`src/rtl/pwm_dimmer.sv`:
```
`default_nettype none
// ============================================================================
// Module   : pwm_dimmer
// Brief    : Multi-channel PWM lamp dimmer. Duty updates are applied only at
//            period wrap, so the outputs never glitch. An optional fade ramp
//            is compiled in with `define PWM_DIMMER_FADE_EN.
// Revision : 1.0 - initial release
// ============================================================================
module pwm_dimmer #(
    parameter int CHANNELS = 4,
    parameter int RES      = 8,
    parameter int PRESCALE = 64,
    parameter int STEP     = 8
) (
    input  logic                    fst_clk,
    input  logic                    rst,
    input  logic [CHANNELS-1:0]     on,
    input  logic [CHANNELS*RES-1:0] level,
    output logic [CHANNELS-1:0]     light,
    output logic [CHANNELS-1:0]     busy
);

    localparam int                 c_max      = (1 << RES) - 1;
    localparam int                 c_pre_w    = (PRESCALE > 1) ? $clog2(PRESCALE) : 1;
    localparam logic [c_pre_w-1:0] c_pre_last = c_pre_w'(PRESCALE - 1);
    localparam logic [RES-1:0]     c_cnt_last = RES'(c_max - 1);

    typedef enum logic [1:0] {
        ST_OFF    = 2'd0,
        ST_STEADY = 2'd1,
        ST_UP     = 2'd2,
        ST_DOWN   = 2'd3
    } ch_state_t;

    generate
        if (CHANNELS < 1 || RES < 2 || RES > 16 || PRESCALE < 1 ||
            STEP < 1 || STEP > c_max) begin : g_bad_param
            $error("pwm_dimmer: illegal parameter set");
        end
    endgenerate

    logic [c_pre_w-1:0]  r_pre;
    logic [RES-1:0]      r_cnt;
    logic [RES-1:0]      r_cur      [CHANNELS];
    logic [CHANNELS-1:0] r_light;
    logic [CHANNELS-1:0] r_busy;

    logic                w_tick;
    logic                w_wrap;
    logic [RES-1:0]      w_tgt      [CHANNELS];
    ch_state_t           w_state    [CHANNELS];
    logic [RES-1:0]      w_cur_next [CHANNELS];

`ifdef PWM_DIMMER_FADE_EN
    localparam logic [RES:0] c_step = (RES+1)'(STEP);
    logic [RES:0] w_up_sum   [CHANNELS];
    logic [RES:0] w_dn_floor [CHANNELS];
`endif

    assign w_tick = (r_pre == c_pre_last);
    assign w_wrap = w_tick && (r_cnt == c_cnt_last);

    // Channel state is a pure function of the duty register against the
    // live target; the duty register is the only per-channel storage.
    always_comb begin
        for (int i = 0; i < CHANNELS; i++) begin
            w_tgt[i]      = on[i] ? level[i*RES +: RES] : '0;
            w_state[i]    = ST_OFF;
            w_cur_next[i] = r_cur[i];
`ifdef PWM_DIMMER_FADE_EN
            w_up_sum[i]   = {1'b0, r_cur[i]} + c_step;
            w_dn_floor[i] = {1'b0, w_tgt[i]} + c_step;
`endif
            if (r_cur[i] < w_tgt[i]) begin
                w_state[i] = ST_UP;
            end else if (r_cur[i] > w_tgt[i]) begin
                w_state[i] = ST_DOWN;
            end else if (r_cur[i] != '0) begin
                w_state[i] = ST_STEADY;
            end

            if (w_wrap) begin
                case (w_state[i])
`ifdef PWM_DIMMER_FADE_EN
                    ST_UP: begin
                        if (w_up_sum[i] > {1'b0, w_tgt[i]}) begin
                            w_cur_next[i] = w_tgt[i];
                        end else begin
                            w_cur_next[i] = w_up_sum[i][RES-1:0];
                        end
                    end
                    ST_DOWN: begin
                        // Clamp at the target; since tgt >= 0 this also keeps cur >= 0.
                        if ({1'b0, r_cur[i]} <= w_dn_floor[i]) begin
                            w_cur_next[i] = w_tgt[i];
                        end else begin
                            w_cur_next[i] = r_cur[i] - c_step[RES-1:0];
                        end
                    end
`else
                    ST_UP:   w_cur_next[i] = w_tgt[i];
                    ST_DOWN: w_cur_next[i] = w_tgt[i];
`endif
                    default: w_cur_next[i] = r_cur[i];
                endcase
            end
        end
    end

    always_ff @(posedge fst_clk or posedge rst) begin
        if (rst) begin
            r_pre   <= '0;
            r_cnt   <= '0;
            r_light <= '0;
            r_busy  <= '0;
            for (int i = 0; i < CHANNELS; i++) begin
                r_cur[i] <= '0;
            end
        end else begin
            r_pre <= w_tick ? '0 : r_pre + 1'b1;
            if (w_tick) begin
                r_cnt <= (r_cnt == c_cnt_last) ? '0 : r_cnt + 1'b1;
            end
            // cnt never reaches MAX, so cur == MAX yields a constant high.
            for (int i = 0; i < CHANNELS; i++) begin
                r_cur[i]   <= w_cur_next[i];
                r_light[i] <= (r_cnt < r_cur[i]);
                r_busy[i]  <= (w_cur_next[i] != w_tgt[i]);
            end
        end
    end

    assign light = r_light;
    assign busy  = r_busy;

endmodule
`default_nettype wire

```
`config.mk`:
```
export PLATFORM = sky130hd
export DESIGN_NAME = pwm_dimmer
export DESIGN_NICKNAME = d
export VERILOG_FILES = /design/src/rtl/pwm_dimmer.sv
export SDC_FILE = /design/constraint.sdc
export NUM_CORES = 1
export LEC_CHECK = 0
export ABC_AREA = 1
export CAP_MARGIN = 5
export CELL_PAD_IN_SITES_DETAIL_PLACEMENT = 2
export CELL_PAD_IN_SITES_GLOBAL_PLACEMENT = 2
export CORE_MARGIN = 4
export CORE_UTILIZATION = 35
export DETAILED_ROUTE_END_ITERATION = 6
export GPL_TIMING_DRIVEN = 0
export PLACE_DENSITY = 0.83
export SLEW_MARGIN = 20
export SYNTH_ARGS = -nofsm -noshare
export SYNTH_HDL_FRONTEND = slang
export SYNTH_SLANG_ARGS = --single-unit
```
`constraint.sdc`:
```
create_clock -name fst_clk -period 3.6 [get_ports fst_clk]
set_clock_uncertainty 0.1 [all_clocks]
set_input_delay 0.72 -clock fst_clk [delete_from_list [all_inputs] [get_ports fst_clk]]
set_output_delay 0.72 -clock fst_clk [all_outputs]
set_load 0.005 [all_outputs]
```
==> key figures <==
Status
  • Status: completed

Floorplan
  • CORE AREA: roughly 12000 µm²
  • Top-level I/O count: 46
  • Initial core utilization: roughly 36%
  • Total die area: between 10000 and 15000 µm²
  • Die X: about 120 µm
  • Rows: 40
  • DIE HEIGHT: roughly 120 µm

Pwr
  • Switch share: 25.9%
  • P_leak: approximately 2.9 nW
  • NetSw: between 0.0003 and 0.0004 W
  • Cell Int Power: 0.000947 W
  • Clock power frac: around 40%
  • Cell area power density: between 200 and 250 nW/µm²
  • Flop pwr share: 47.4%
  • VDD IR max: between 150 and 200 µV
  • Comb pwr share: roughly an eighth

Routing
  • Avg Vias per Cell: between 4 and 5
  • Pre-Repair DR Iteration Count: 4
  • Final wirelength: 13600 µm
  • # DRC: 0
  • Final antenna-violating net count: 0
  • DR iter-0 viols: 94
  • Routed wire length per instance: 16.1 µm
  • Vias post-DR: roughly 4200

GRT
  • First-pass GRT wire length: 23000 µm
  • Gr usage total: between 10% and 20%
  • GRT overflow: 0
  • Vias in the first global route: ~4700
  • Initial antenna violation count: 0
  • Pin count of the biggest net entering global routing: 50

Timing
  • Fin Setup TNS: 0 ns
  • Max_slew headroom: roughly 64%
  • Final worst-path cycle share: 74.3%
  • Final hold vios: 0
  • Worst Tran Pin Value: roughly 0.53 ns
  • Final setup viols: 0
  • Slew Viols, Final: 0
  • Min Tclk post-route: 2.68 ns
  • Fmax: ~370 MHz
  • RSZ-0062 raised after global routing: false

Synth
  • Syn avg cell area: 7.05 µm²
  • Part of the Yosys area used for sequential elements: between 30% and 40%
  • Yosys warns: 0
  • Netlist cell types: 31
  • Syn nets: 732
  • Mapped cell area: between 4000 and 5000 µm²
  • Synthesized instance count: 631
  • Post-synth ARST share: 100%
  • Post-synth EDFFs: 0
  • #FFs+latches synth: 54
  • Top FF cell, synth: dfrtp_1

Clock network
  • Maximum root-to-sink buffer count: 2
  • Skew-Pair Late Insertion Delay: a little over 0.3 ns
  • Hold Buf Count CTS: 0
  • Resize count post-CTS: 0
  • CTS tree: built
  • Clk slew on worst S/H paths: around 0.070 ns
  • Clock sinks: 54
  • Setup Buffers After CTS: 0
  • H-tree Lvls: 2
  • Cts bufs inserted: 5
  • CTS root buffer: clkbuf_16

Place
  • I/O Buffers: between 40 and 50
  • Final GP Congestion: ~0.8
  • Hpwl dp: 10900 µm

Layout
  • Post-layout util: 42.9%
  • FF+latch area: about 1400 µm²
  • Nets: slightly below 800
  • Ant. Diodes: 0
  • Most common cell after layout, fill and taps aside: nand2_1
  • Multi-input logic area: between 2000 and 3000 µm²
  • Most frequent cells in the layout: nand2_1 (157), inv_1 (126), nand3_1 (65), ha_1 (63), dfrtp_1 (54)
  • Filler cells: roughly 1500
  • Layout cells sized above 1: 4.42%
  • Area Growth Syn to Fin: 17.7%

Run
  • Max-cap viol count: 0

Worst setup path
  • CP startpoint kind: input port
  • Worst Path Arrival: approximately 2.8 ns
  • Crit path max fanout: 10
  • Critical Path RT: between 3 and 4 ns
  • Crit end category: flop
  • Worst Path Class, Setup: in2reg

Worst hold path
  • Hold WC Path Type: reg2reg
==> cells by family (layout without fill, tap and decap cells) <==
family / after synthesis / in the layout / share of synthesized area [%]
flops: 54 / 54 / 30.4
buf+inv: 149 / 197 / 13.4
simple gates: 291 / 291 / 29.3
compound gates: 70 / 70 / 8.46
xor+xnor: 4 / 4 / 0.787
fa+ha+maj: 63 / 63 / 17.7
==> layer usage <==
metal	global-route usage [%]	routed length, µm
met3	2.71	275
met4	4.11	137
met5	0	0
met1	22.8	5920
met2	38.0	7300
==> state kept, by name (all words and copies together), names as in the netlist <==
signal  count
r_pre       6
r_cur      32
busy        4
r_cnt       8
light       4
==> cell type report <==
type	count	share of cell area, %
Buffer	16	1.81
Multi-Input combinational cell	428	47.8
Clock buffer	6	2.65
Timing Repair Buffer	42	8.36
Tap cell	168	4.01
Inverter	133	9.62
Sequential cell	54	25.8
==> power by group through the flow <==
stage	logic [W]	clock network, W	registers (W)
after floorplan	0.0000858	0	0.000618
after global placement	0.000144	0	0.000618
after detailed placement	0.000160	0	0.000618
after CTS	0.000161	0.000531	0.000606
after global routing	0.000182	0.000547	0.000606
final	0.000157	0.000515	0.000606
==> synthesized netlist by cell type, types with 2 or more instances <==
library cell | number | area [µm²]
nand2_1 | 157 | 589
inv_1 | 127 | 477
nand3_1 | 65 | 325
ha_1 | 63 | 788
dfrtp_1 | 54 | 1350
nor2_1 | 37 | 139
o21ai_1 | 32 | 160
a21oi_1 | 19 | 95.1
nand4_1 | 13 | 81.3
clkbuf_1 | 8 | 30.0
o21ai_0 | 7 | 35.0
a21boi_0 | 4 | 30.0
and2_0 | 4 | 25.0
buf_2 | 4 | 20.0
buf_6 | 4 | 45.0
inv_2 | 4 | 15.0
nand2_4 | 4 | 45.0
o211ai_1 | 4 | 30.0
xor2_1 | 4 | 35.0
nor3b_1 | 3 | 22.5
nand3_2 | 2 | 20.0
nor3_1 | 2 | 10.0
o22ai_1 | 2 | 12.5
==> critical path: stages <==
cell and delay (ns):
clkdlybuf4s50_1 0.46, nand2_1 0.11, ha_1 0.36, nand4_1 0.13
nor2_1 0.12, nand2_1 0.11, nand2_4 0.10, clkbuf_1 0.42
nand2_1 0.10, o21ai_1 0.10, inv_1 0.05
==> per-stage QoR <==
| stage | std cells | instance area (µm²) | power (W) | hold slack (ns) | setup slack, ns |
|---|---|---|---|---|---|
| 2_1_floorplan | 631 | 4450 | 0.000704 | 0.333 | 1.20 |
| 3_3_place_gp | 840 | 5070 | 0.000762 | 0.349 | 0.0979 |
| 3_5_place_dp | 841 | 5100 | 0.000778 | 0.365 | 0.559 |
| 4_1_cts | 847 | 5240 | 0.00130 | 0.375 | 0.871 |
| 5_1_grt | 847 | 5240 | 0.00133 | 0.404 | 0.697 |
| 6_report | 847 | 5240 | 0.00128 | 0.374 | 0.924 |
==> worst paths after layout <==
check	from	end	slack, ns	cells past startpoint
setup / recovery	level[23]	r_cur[14]$_DFF_PP0_	0.92	11
hold / removal	r_pre[0]$_DFF_PP0_	r_pre[0]$_DFF_PP0_	0.37	1
setup reg to reg	r_cnt[0]$_DFFE_PP0N_	busy[1]$_DFF_PP0_	1.16	12
hold reg to reg	r_pre[0]$_DFF_PP0_	r_pre[0]$_DFF_PP0_	0.37	1
max in group asynchronous	rst	busy[0]$_DFF_PP0_	2.37	3
min in group asynchronous	rst	r_cur[3]$_DFF_PP0_	0.54	2
No activity file was read; power rests on OpenSTA's default activity.
